==> src/rtl/mem_arbiter.sv <==
`timescale 1ns/1ps
`default_nettype none
// ============================================================================
// Module   : mem_arbiter
// Purpose  : Round-robin IFU/LSU arbiter onto one memory port, with timeout.
// Revision : 1.0
// ============================================================================
module mem_arbiter #(
    parameter int ADDR_W  = 32,
    parameter int DATA_W  = 32,
    parameter int TIMEOUT = 255
) (
    input  logic              clk,
    input  logic              rst,
    input  logic              ifu_req_valid,
    output logic              ifu_req_ready,
    input  logic [ADDR_W-1:0] ifu_addr,
    output logic              ifu_resp_valid,
    output logic [DATA_W-1:0] ifu_rdata,
    output logic              ifu_resp_err,
    input  logic              lsu_req_valid,
    output logic              lsu_req_ready,
    input  logic              lsu_wen,
    input  logic [ADDR_W-1:0] lsu_addr,
    input  logic [DATA_W-1:0] lsu_wdata,
    input  logic [7:0]        lsu_wmask,
    output logic              lsu_resp_valid,
    output logic [DATA_W-1:0] lsu_rdata,
    output logic              lsu_resp_err,
    output logic              mem_req_valid,
    input  logic              mem_req_ready,
    output logic              mem_wen,
    output logic [ADDR_W-1:0] mem_addr,
    output logic [DATA_W-1:0] mem_wdata,
    output logic [7:0]        mem_wmask,
    input  logic              mem_resp_valid,
    input  logic [DATA_W-1:0] mem_rdata,
    input  logic              mem_resp_err
);

    localparam int   CNT_W = $clog2(TIMEOUT + 1);
    localparam logic M_IFU = 1'b0;
    localparam logic M_LSU = 1'b1;

    typedef enum logic [1:0] {
        S_IDLE = 2'd0,
        S_REQ  = 2'd1,
        S_WAIT = 2'd2,
        S_RESP = 2'd3
    } state_t;

    state_t              r_state;
    state_t              w_next;
    logic                r_owner;
    logic                r_last_grant;
    logic [CNT_W-1:0]    r_cnt;
    logic [ADDR_W-1:0]   r_addr;
    logic                r_wen;
    logic [DATA_W-1:0]   r_wdata;
    logic [7:0]          r_wmask;
    logic [DATA_W-1:0]   r_rdata;
    logic                r_err;

    logic                w_grant_lsu;
    logic                w_grant_ifu;
    logic                w_idle;
    logic                w_accept;
    logic                w_expire;
    logic                w_timeout_fire;
    logic                w_unused_wmask;

    assign w_unused_wmask = ^lsu_wmask[7:4];

    // Tie goes to whichever master did not win last time.
    assign w_grant_lsu = lsu_req_valid && (!ifu_req_valid || (r_last_grant == M_IFU));
    assign w_grant_ifu = ifu_req_valid && !w_grant_lsu;

    assign w_idle        = (r_state == S_IDLE) && !rst;
    assign ifu_req_ready = w_idle && w_grant_ifu;
    assign lsu_req_ready = w_idle && w_grant_lsu;
    assign w_accept      = ifu_req_ready || lsu_req_ready;

    // >= also catches a request handshake that lands exactly on the expiry cycle.
    assign w_expire       = (r_cnt >= CNT_W'(TIMEOUT - 1));
    assign w_timeout_fire = w_expire &&
                            (((r_state == S_REQ)  && !mem_req_ready) ||
                             ((r_state == S_WAIT) && !mem_resp_valid));

    always_comb begin
        w_next = r_state;
        case (r_state)
            S_IDLE: if (w_accept) w_next = S_REQ;
            S_REQ: begin
                if (mem_req_ready)       w_next = S_WAIT;
                else if (w_timeout_fire) w_next = S_RESP;
            end
            S_WAIT: begin
                if (mem_resp_valid)      w_next = S_RESP;
                else if (w_timeout_fire) w_next = S_RESP;
            end
            S_RESP:  w_next = S_IDLE;
            default: w_next = S_IDLE;
        endcase
    end

    always_ff @(posedge clk) begin
        if (rst) begin
            r_state      <= S_IDLE;
            r_owner      <= M_IFU;
            r_last_grant <= M_LSU;
            r_cnt        <= '0;
            r_addr       <= '0;
            r_wen        <= 1'b0;
            r_wdata      <= '0;
            r_wmask      <= '0;
            r_rdata      <= '0;
            r_err        <= 1'b0;
        end else begin
            r_state <= w_next;
            if (w_accept) begin
                r_owner      <= w_grant_lsu;
                r_last_grant <= w_grant_lsu;
                r_cnt        <= '0;
                r_addr       <= w_grant_lsu ? lsu_addr : ifu_addr;
                r_wen        <= w_grant_lsu && lsu_wen;
                r_wdata      <= w_grant_lsu ? lsu_wdata : '0;
                r_wmask      <= w_grant_lsu ? {4'h0, lsu_wmask[3:0]} : 8'h00;
            end else if ((r_state == S_REQ) || (r_state == S_WAIT)) begin
                r_cnt <= r_cnt + 1'b1;
            end
            // A real response beats an expiring counter in the same cycle.
            if ((r_state == S_WAIT) && mem_resp_valid) begin
                r_rdata <= r_wen ? '0 : mem_rdata;
                r_err   <= mem_resp_err;
            end else if (w_timeout_fire) begin
                r_rdata <= '0;
                r_err   <= 1'b1;
            end
        end
    end

    assign mem_req_valid = (r_state == S_REQ);
    assign mem_wen       = r_wen;
    assign mem_addr      = r_addr;
    assign mem_wdata     = r_wdata;
    assign mem_wmask     = r_wmask;

    assign ifu_resp_valid = (r_state == S_RESP) && (r_owner == M_IFU);
    assign lsu_resp_valid = (r_state == S_RESP) && (r_owner == M_LSU);
    assign ifu_rdata      = ifu_resp_valid ? r_rdata : '0;
    assign lsu_rdata      = lsu_resp_valid ? r_rdata : '0;
    assign ifu_resp_err   = ifu_resp_valid && r_err;
    assign lsu_resp_err   = lsu_resp_valid && r_err;

endmodule
`default_nettype wire

==> config.mk <==
export PLATFORM = sky130hd
export DESIGN_NAME = mem_arbiter
export DESIGN_NICKNAME = d
export VERILOG_FILES = /design/src/rtl/mem_arbiter.sv
export SDC_FILE = /design/constraint.sdc
export NUM_CORES = 1
export LEC_CHECK = 0
export ABC_AREA = 1
export BUFFER_PORTS_ARGS = -buffer_cell sky130_fd_sc_hd__buf_2
export CAP_MARGIN = 20
export CORE_AREA = 2 2 114 116
export CTS_CLUSTER_DIAMETER = 200
export DETAILED_ROUTE_END_ITERATION = 16
export DIE_AREA = 0 0 116 118
export GPL_ROUTABILITY_DRIVEN = 0
export HOLD_SLACK_MARGIN = 0.02
export PLACE_DENSITY = 0.73
export REMOVE_ABC_BUFFERS = 1
export SYNTH_ARGS = -nofsm -noshare
export SYNTH_HDL_FRONTEND = slang
export SYNTH_SLANG_ARGS = --single-unit
==> constraint.sdc <==
create_clock -name clk -period 1.8 [get_ports clk]
set_input_delay 0.27 -clock clk [delete_from_list [all_inputs] [get_ports clk]]
set_output_delay 0.27 -clock clk [all_outputs]
set_load 0.02 [all_outputs]
Word-level counts from Yosys, hierarchy flattened
Index checks and enable logic that the tools add are counted.

storage, ports and cells
  register bits after elaboration = 118
  bits of input ports = 144
  output and inout bits = 144
  logic and storage cells = 59

operators by class
  add/sub/neg operators = 1
  magnitude comparators = 1
  equal/unequal tests = 4
  muxes and demuxes = 15
  bitwise logic cells = 2
  reduce and logical (&&, ||, !) cells = 26

operators by type and width
  cell                                                                   count
  32-bit two-way mux                                                     7
  1-bit logical AND                                                      14
  8-bit by 1-bit adder with 8-bit output, second input constant          1
  8-bit >= comparator, second input constant                             1
  2-bit two-way mux                                                      4
  2-bit case mux with 4 select lines                                     1
  1-bit zero test                                                        5
  2-bit equality test, second input constant                             2
  1-bit logical OR                                                       4
  4-bit two-way mux                                                      1
  2-bit by 1-bit equality test with 1-bit output, second input constant  1
  2-bit zero test                                                        1
  1-bit two-way mux                                                      2
  2-bit != test, second input constant                                   1
  1-bit NOT                                                              2
  2-bit nonzero test                                                     1
  2-bit OR reduction                                                     1

Longest topological paths before layout
  depth after elaboration = 9
  gate-level depth with buffers = 10

Worst setup path before layout
OpenSTA, ideal clock, no wires.

  kind = reg2out
  start point = register r_state[1]
  end point = output port ifu_rdata[10]
  data arrival time = 1.569 ns
  data required time = 1.530 ns
  setup slack = -0.039 ns
  cell stages (with the launch flop) = 7
  buffers on the path = 1
  path through = dfxtp_1 > ha_1 > inv_1 > nor2_1 > inv_1 > buf_1 > nor2_1

on the way
  cells in the longest elaborated chain, start to end = 3

RTL lines
  item                    RTL line  RTL
  from (decl)             52        state_t r_state;
  from (signal assigned)  119       r_state <= w_next;
  2-bit equality test     148       assign ifu_resp_valid = (r_state == S_RESP) && (r_owner == M_IFU);
  1-bit logical AND       148
  via ifu_resp_valid      18        output logic ifu_resp_valid,
  32-bit two-way mux      150       assign ifu_rdata = ifu_resp_valid ? r_rdata : '0;
  to (decl)               19        output logic [DATA_W-1:0] ifu_rdata,

The timed path passes the listed nets, and every way through them passes these cells.

Worst setup path in the final report
  start point = register r_state[0]
  end point = output port ifu_rdata[23]

on the way
  cells in the longest elaborated chain, start to end = 3

RTL lines
  item                 RTL line
  2-bit equality test  148
  1-bit logical AND    148
  32-bit two-way mux   150

No other way between the ends.

==> run_summary.xml <==
<?xml version="1.0" encoding="UTF-8"?>
<metrics>
  <group name="clock_tree">
    <metric name="clock_transition_at_the_register_clock_pins_on_the_worst_setup_and_hold_paths_after_cts" unit="ns">0.06</metric>
    <metric name="cts-hold-fix-buffers" unit="">0</metric>
    <metric name="cts_inserted_buffers" unit="">17</metric>
    <metric name="clock_path_buffers" unit="">2</metric>
    <metric name="ctsRootBufferMaster" unit="">sky130_fd_sc_hd__clkbuf_16</metric>
    <metric name="tritoncts" unit="">built</metric>
    <metric name="clock_sinks" unit="">114</metric>
    <metric name="worst_skew_pair_later_pin_latency" unit="ns">0.40</metric>
    <metric name="cts_htree_levels" unit="">4</metric>
  </group>
  <group name="critical_path">
    <metric name="critical_path.cell_chain" unit="">ha_4 &gt; inv_2 &gt; nor2_4 &gt; inv_6 &gt; buf_16 &gt; nor2_1 &gt; buf_4</metric>
    <metric name="highest_fanout_seen_on_the_critical_path" unit="">16</metric>
    <metric name="setup.worst_path.class" unit="">reg -&gt; out</metric>
    <metric name="timing.critical_path.required" unit="ns">1.53</metric>
    <metric name="timing.critical_path.arrival" unit="ns">1.64</metric>
    <metric name="crit_path_start_kind" unit="">flip-flop</metric>
    <metric name="type_of_element_capturing_the_critical_path" unit="">output pin</metric>
    <metric name="cpPeakStageDelay" unit="ns">0.37</metric>
    <metric name="cpMaxStageDelayCell" unit="">sky130_fd_sc_hd__dfxtp_4</metric>
    <metric name="critical_path_buf_inv_count" unit="">4</metric>
    <metric name="cpLargestDelayFamily" unit="">buffers and inverters</metric>
  </group>
  <group name="global_route">
    <metric name="grt_pass1_wl" unit="um">23400</metric>
    <metric name="grt_max_degree" unit="">65</metric>
    <metric name="global_route.usage.total" unit="%">21.4</metric>
    <metric name="antenna_found_initial" unit="">0</metric>
    <metric name="grt_pass1_vias" unit="">4856</metric>
    <metric name="grt_overflow" unit="">0</metric>
  </group>
  <group name="yosys">
    <metric name="ys.flop_type" unit="">sky130_fd_sc_hd__dfxtp_1</metric>
    <metric name="synth_cell_type_count" unit="">31</metric>
    <metric name="yosysTopAreaCell" unit="">sky130_fd_sc_hd__dfxtp_1</metric>
    <metric name="netlist.area_leader.share" unit="%">47.0</metric>
    <metric name="synth-edff-count" unit="">0</metric>
    <metric name="syn_area" unit="um2">4850</metric>
    <metric name="synth-async-reset-ratio" unit="%">0</metric>
    <metric name="synth-seq-area-share" unit="%">47.0</metric>
    <metric name="syn_area_per_cell" unit="um2">7.79</metric>
    <metric name="netlist_instances" unit="">623</metric>
    <metric name="yosys-top-cells-area" unit="">sky130_fd_sc_hd__dfxtp_1, sky130_fd_sc_hd__nand2_1, sky130_fd_sc_hd__a22o_1</metric>
    <metric name="synth_seq_cells" unit="">114</metric>
    <metric name="yosys_warn_count" unit="">0</metric>
  </group>
  <group name="routing">
    <metric name="drtPass1Iterations" unit="">7</metric>
    <metric name="maxUsedRoutingLayer" unit="">met4</metric>
    <metric name="final_wirelength" unit="um">15800</metric>
    <metric name="num_vias" unit="">5293</metric>
    <metric name="met2_wirelength" unit="um">8130</metric>
    <metric name="postRouteAntennaNets" unit="">0</metric>
    <metric name="post-route-drc-count" unit="">0</metric>
    <metric name="drt-initial-drc-count" unit="">349</metric>
    <metric name="dr_wl_met3" unit="um">1110</metric>
    <metric name="wl_met1" unit="um">6240</metric>
    <metric name="via_density_per_instance" unit="">4.86</metric>
    <metric name="routedWlPerCell" unit="um">14.5</metric>
  </group>
  <group name="floorplanning">
    <metric name="fp.dieW" unit="um">116</metric>
    <metric name="floorplan.die_area" unit="um2">13700</metric>
    <metric name="effective_utilization_at_floorplan" unit="%">39.1</metric>
    <metric name="fp-row-count" unit="">41</metric>
    <metric name="io_pins" unit="">288</metric>
    <metric name="fp.dieH" unit="um">118</metric>
    <metric name="core_area" unit="um2">12400</metric>
  </group>
  <group name="finish">
    <metric name="nNetsFinal" unit="">1056</metric>
    <metric name="final_util" unit="%">61.2</metric>
    <metric name="mostFrequentLayoutCell" unit="">sky130_fd_sc_hd__buf_2</metric>
    <metric name="area.growth.synth_to_final" unit="%">56.7</metric>
    <metric name="drive_above_1_share" unit="%">42.9</metric>
    <metric name="finalNonFillerCells" unit="">1090</metric>
    <metric name="layout_common_cells" unit="">sky130_fd_sc_hd__buf_2, sky130_fd_sc_hd__nand2_1, sky130_fd_sc_hd__dfxtp_1</metric>
    <metric name="insertedDiodeCount" unit="">0</metric>
  </group>
  <group name="run_status">
    <metric name="run_status" unit="">finished, violations left</metric>
    <metric name="violations" unit="">negative setup slack</metric>
  </group>
  <group name="timing">
    <metric name="slew_violations" unit="">0</metric>
    <metric name="finalCriticalPeriod" unit="ns">1.91</metric>
    <metric name="rsz0062_at_grt" unit="">yes</metric>
    <metric name="final_critical_path_setup_slack" unit="ns">-0.110</metric>
    <metric name="setup_viol_count_final" unit="">34</metric>
    <metric name="timing.final.crit_share" unit="%">106</metric>
    <metric name="hold_slack" unit="ns">0.0762</metric>
    <metric name="final_hold_viol_count" unit="">0</metric>
    <metric name="timing.clock.skew" unit="ns">0.00729</metric>
    <metric name="max_freq" unit="GHz">0.524</metric>
  </group>
  <group name="pwr">
    <metric name="power.leakage" unit="uW">0.00348</metric>
    <metric name="peakVddDrop" unit="uV">558</metric>
    <metric name="cellPowerDensity" unit="nW/um2">1060</metric>
  </group>
  <group name="place">
    <metric name="place.port_buffers" unit="">279</metric>
    <metric name="placed_cells_incl_taps" unit="">1046</metric>
    <metric name="place_hpwl" unit="um">9940</metric>
  </group>
  <group name="hold_path">
    <metric name="min-delay-path-class" unit="">in -&gt; reg</metric>
  </group>
  <group name="job">
    <metric name="number_of_max_cap_violations" unit="">0</metric>
  </group>
</metrics>
metal layers:
metal / track usage (%) / up-vias
met4: 9.00 / 0
li1: - / 2620
met2: 37.0 / 208
met5: 0 / -
met3: 4.84 / 25
met1: 25.1 / 2440
cells in the mapped netlist, types with 7 or more instances:
| cell | n |
|---|---|
| sky130_fd_sc_hd__nand3_1 | 38 |
| sky130_fd_sc_hd__clkbuf_1 | 21 |
| sky130_fd_sc_hd__ha_1 | 7 |
| sky130_fd_sc_hd__a31oi_1 | 33 |
| sky130_fd_sc_hd__nand2_1 | 121 |
| sky130_fd_sc_hd__inv_1 | 54 |
| sky130_fd_sc_hd__a22o_1 | 36 |
| sky130_fd_sc_hd__buf_6 | 8 |
| sky130_fd_sc_hd__dfxtp_1 | 114 |
| sky130_fd_sc_hd__o21ai_1 | 32 |
| sky130_fd_sc_hd__nor2_1 | 78 |
| sky130_fd_sc_hd__a21oi_1 | 40 |
| sky130_fd_sc_hd__buf_2 | 10 |
cells by family after synthesis:
family          Yosys count  synth area share, %
compound gates          147                 18.8
xor+xnor                  2                0.361
fa+ha+maj                 7                 1.80
buf+inv                 105                 10.0
flops                   114                 47.0
other cells               1               0.0773
simple gates            247                 21.9
tightest hold or removal path, delay by kind of cell:
| family | cells | cell delay (ns) |
|---|---|---|
| buffers and inverters | 1 | 0.07 |
| AO/OA/AOI/OAI | 1 | 0.06 |
| AND/OR/NAND/NOR | 1 | 0.04 |
power breakdown:
group / switching [uW] / internal (uW) / total [uW]
Clock: 1250 / 1990 / 3240
Combinational: 1130 / 744 / 1870
Sequential: 161 / 2810 / 2970
timing repair:
item	CTS	global route
resized for setup	94	41
setup endpoints to repair	73	85
cloned	2	4
pin swaps	4	2
setup buffers	7	2
final timing paths:
path         startpoint            end  slack [ns]  cells after the start
max          r_state[0]  ifu_rdata[23]       -0.11                      7
min             lsu_wen        mem_wen        0.08                      3
max reg2reg  r_state[1]  mem_wdata[16]        0.10                     10
min reg2reg  r_rdata[5]     r_rdata[5]        0.46                      2
registers in the layout, summed over array words and instances, names as in the netlist:
register,cells
r_cnt,8
r_rdata,32
r_err,1
mem_addr,32
mem_wdata,32
r_last_grant,1
mem_wmask,4
mem_wen,1
r_state,2
r_owner,1
layout make-up:
cell class | count | area (um2)
well taps | 172 | 215
flip-flops and latches | 114 | 2290
multi-input cells | 407 | 2270
repair buffers | 307 | 2020
clock inverters | 13 | 126
clock buffers | 19 | 453
fillers | 1112 | 4810
inverters | 58 | 226
metrics by stage:
step / TNS, ns / instance area (um2) / power (uW) / worst slack (ns)
floorplan: -22.23 / 4600 / 3990 / -0.422
global placement: 0 / 6410 / 4660 / 0.0881
detailed placement: 0 / 6410 / 4680 / 0.0427
CTS: -2.33 / 7360 / 8060 / -0.0905
global route: -4.02 / 7600 / 8440 / -0.174
finish: -1.58 / 7600 / 8080 / -0.110
Power figures use the tool's default switching activity.
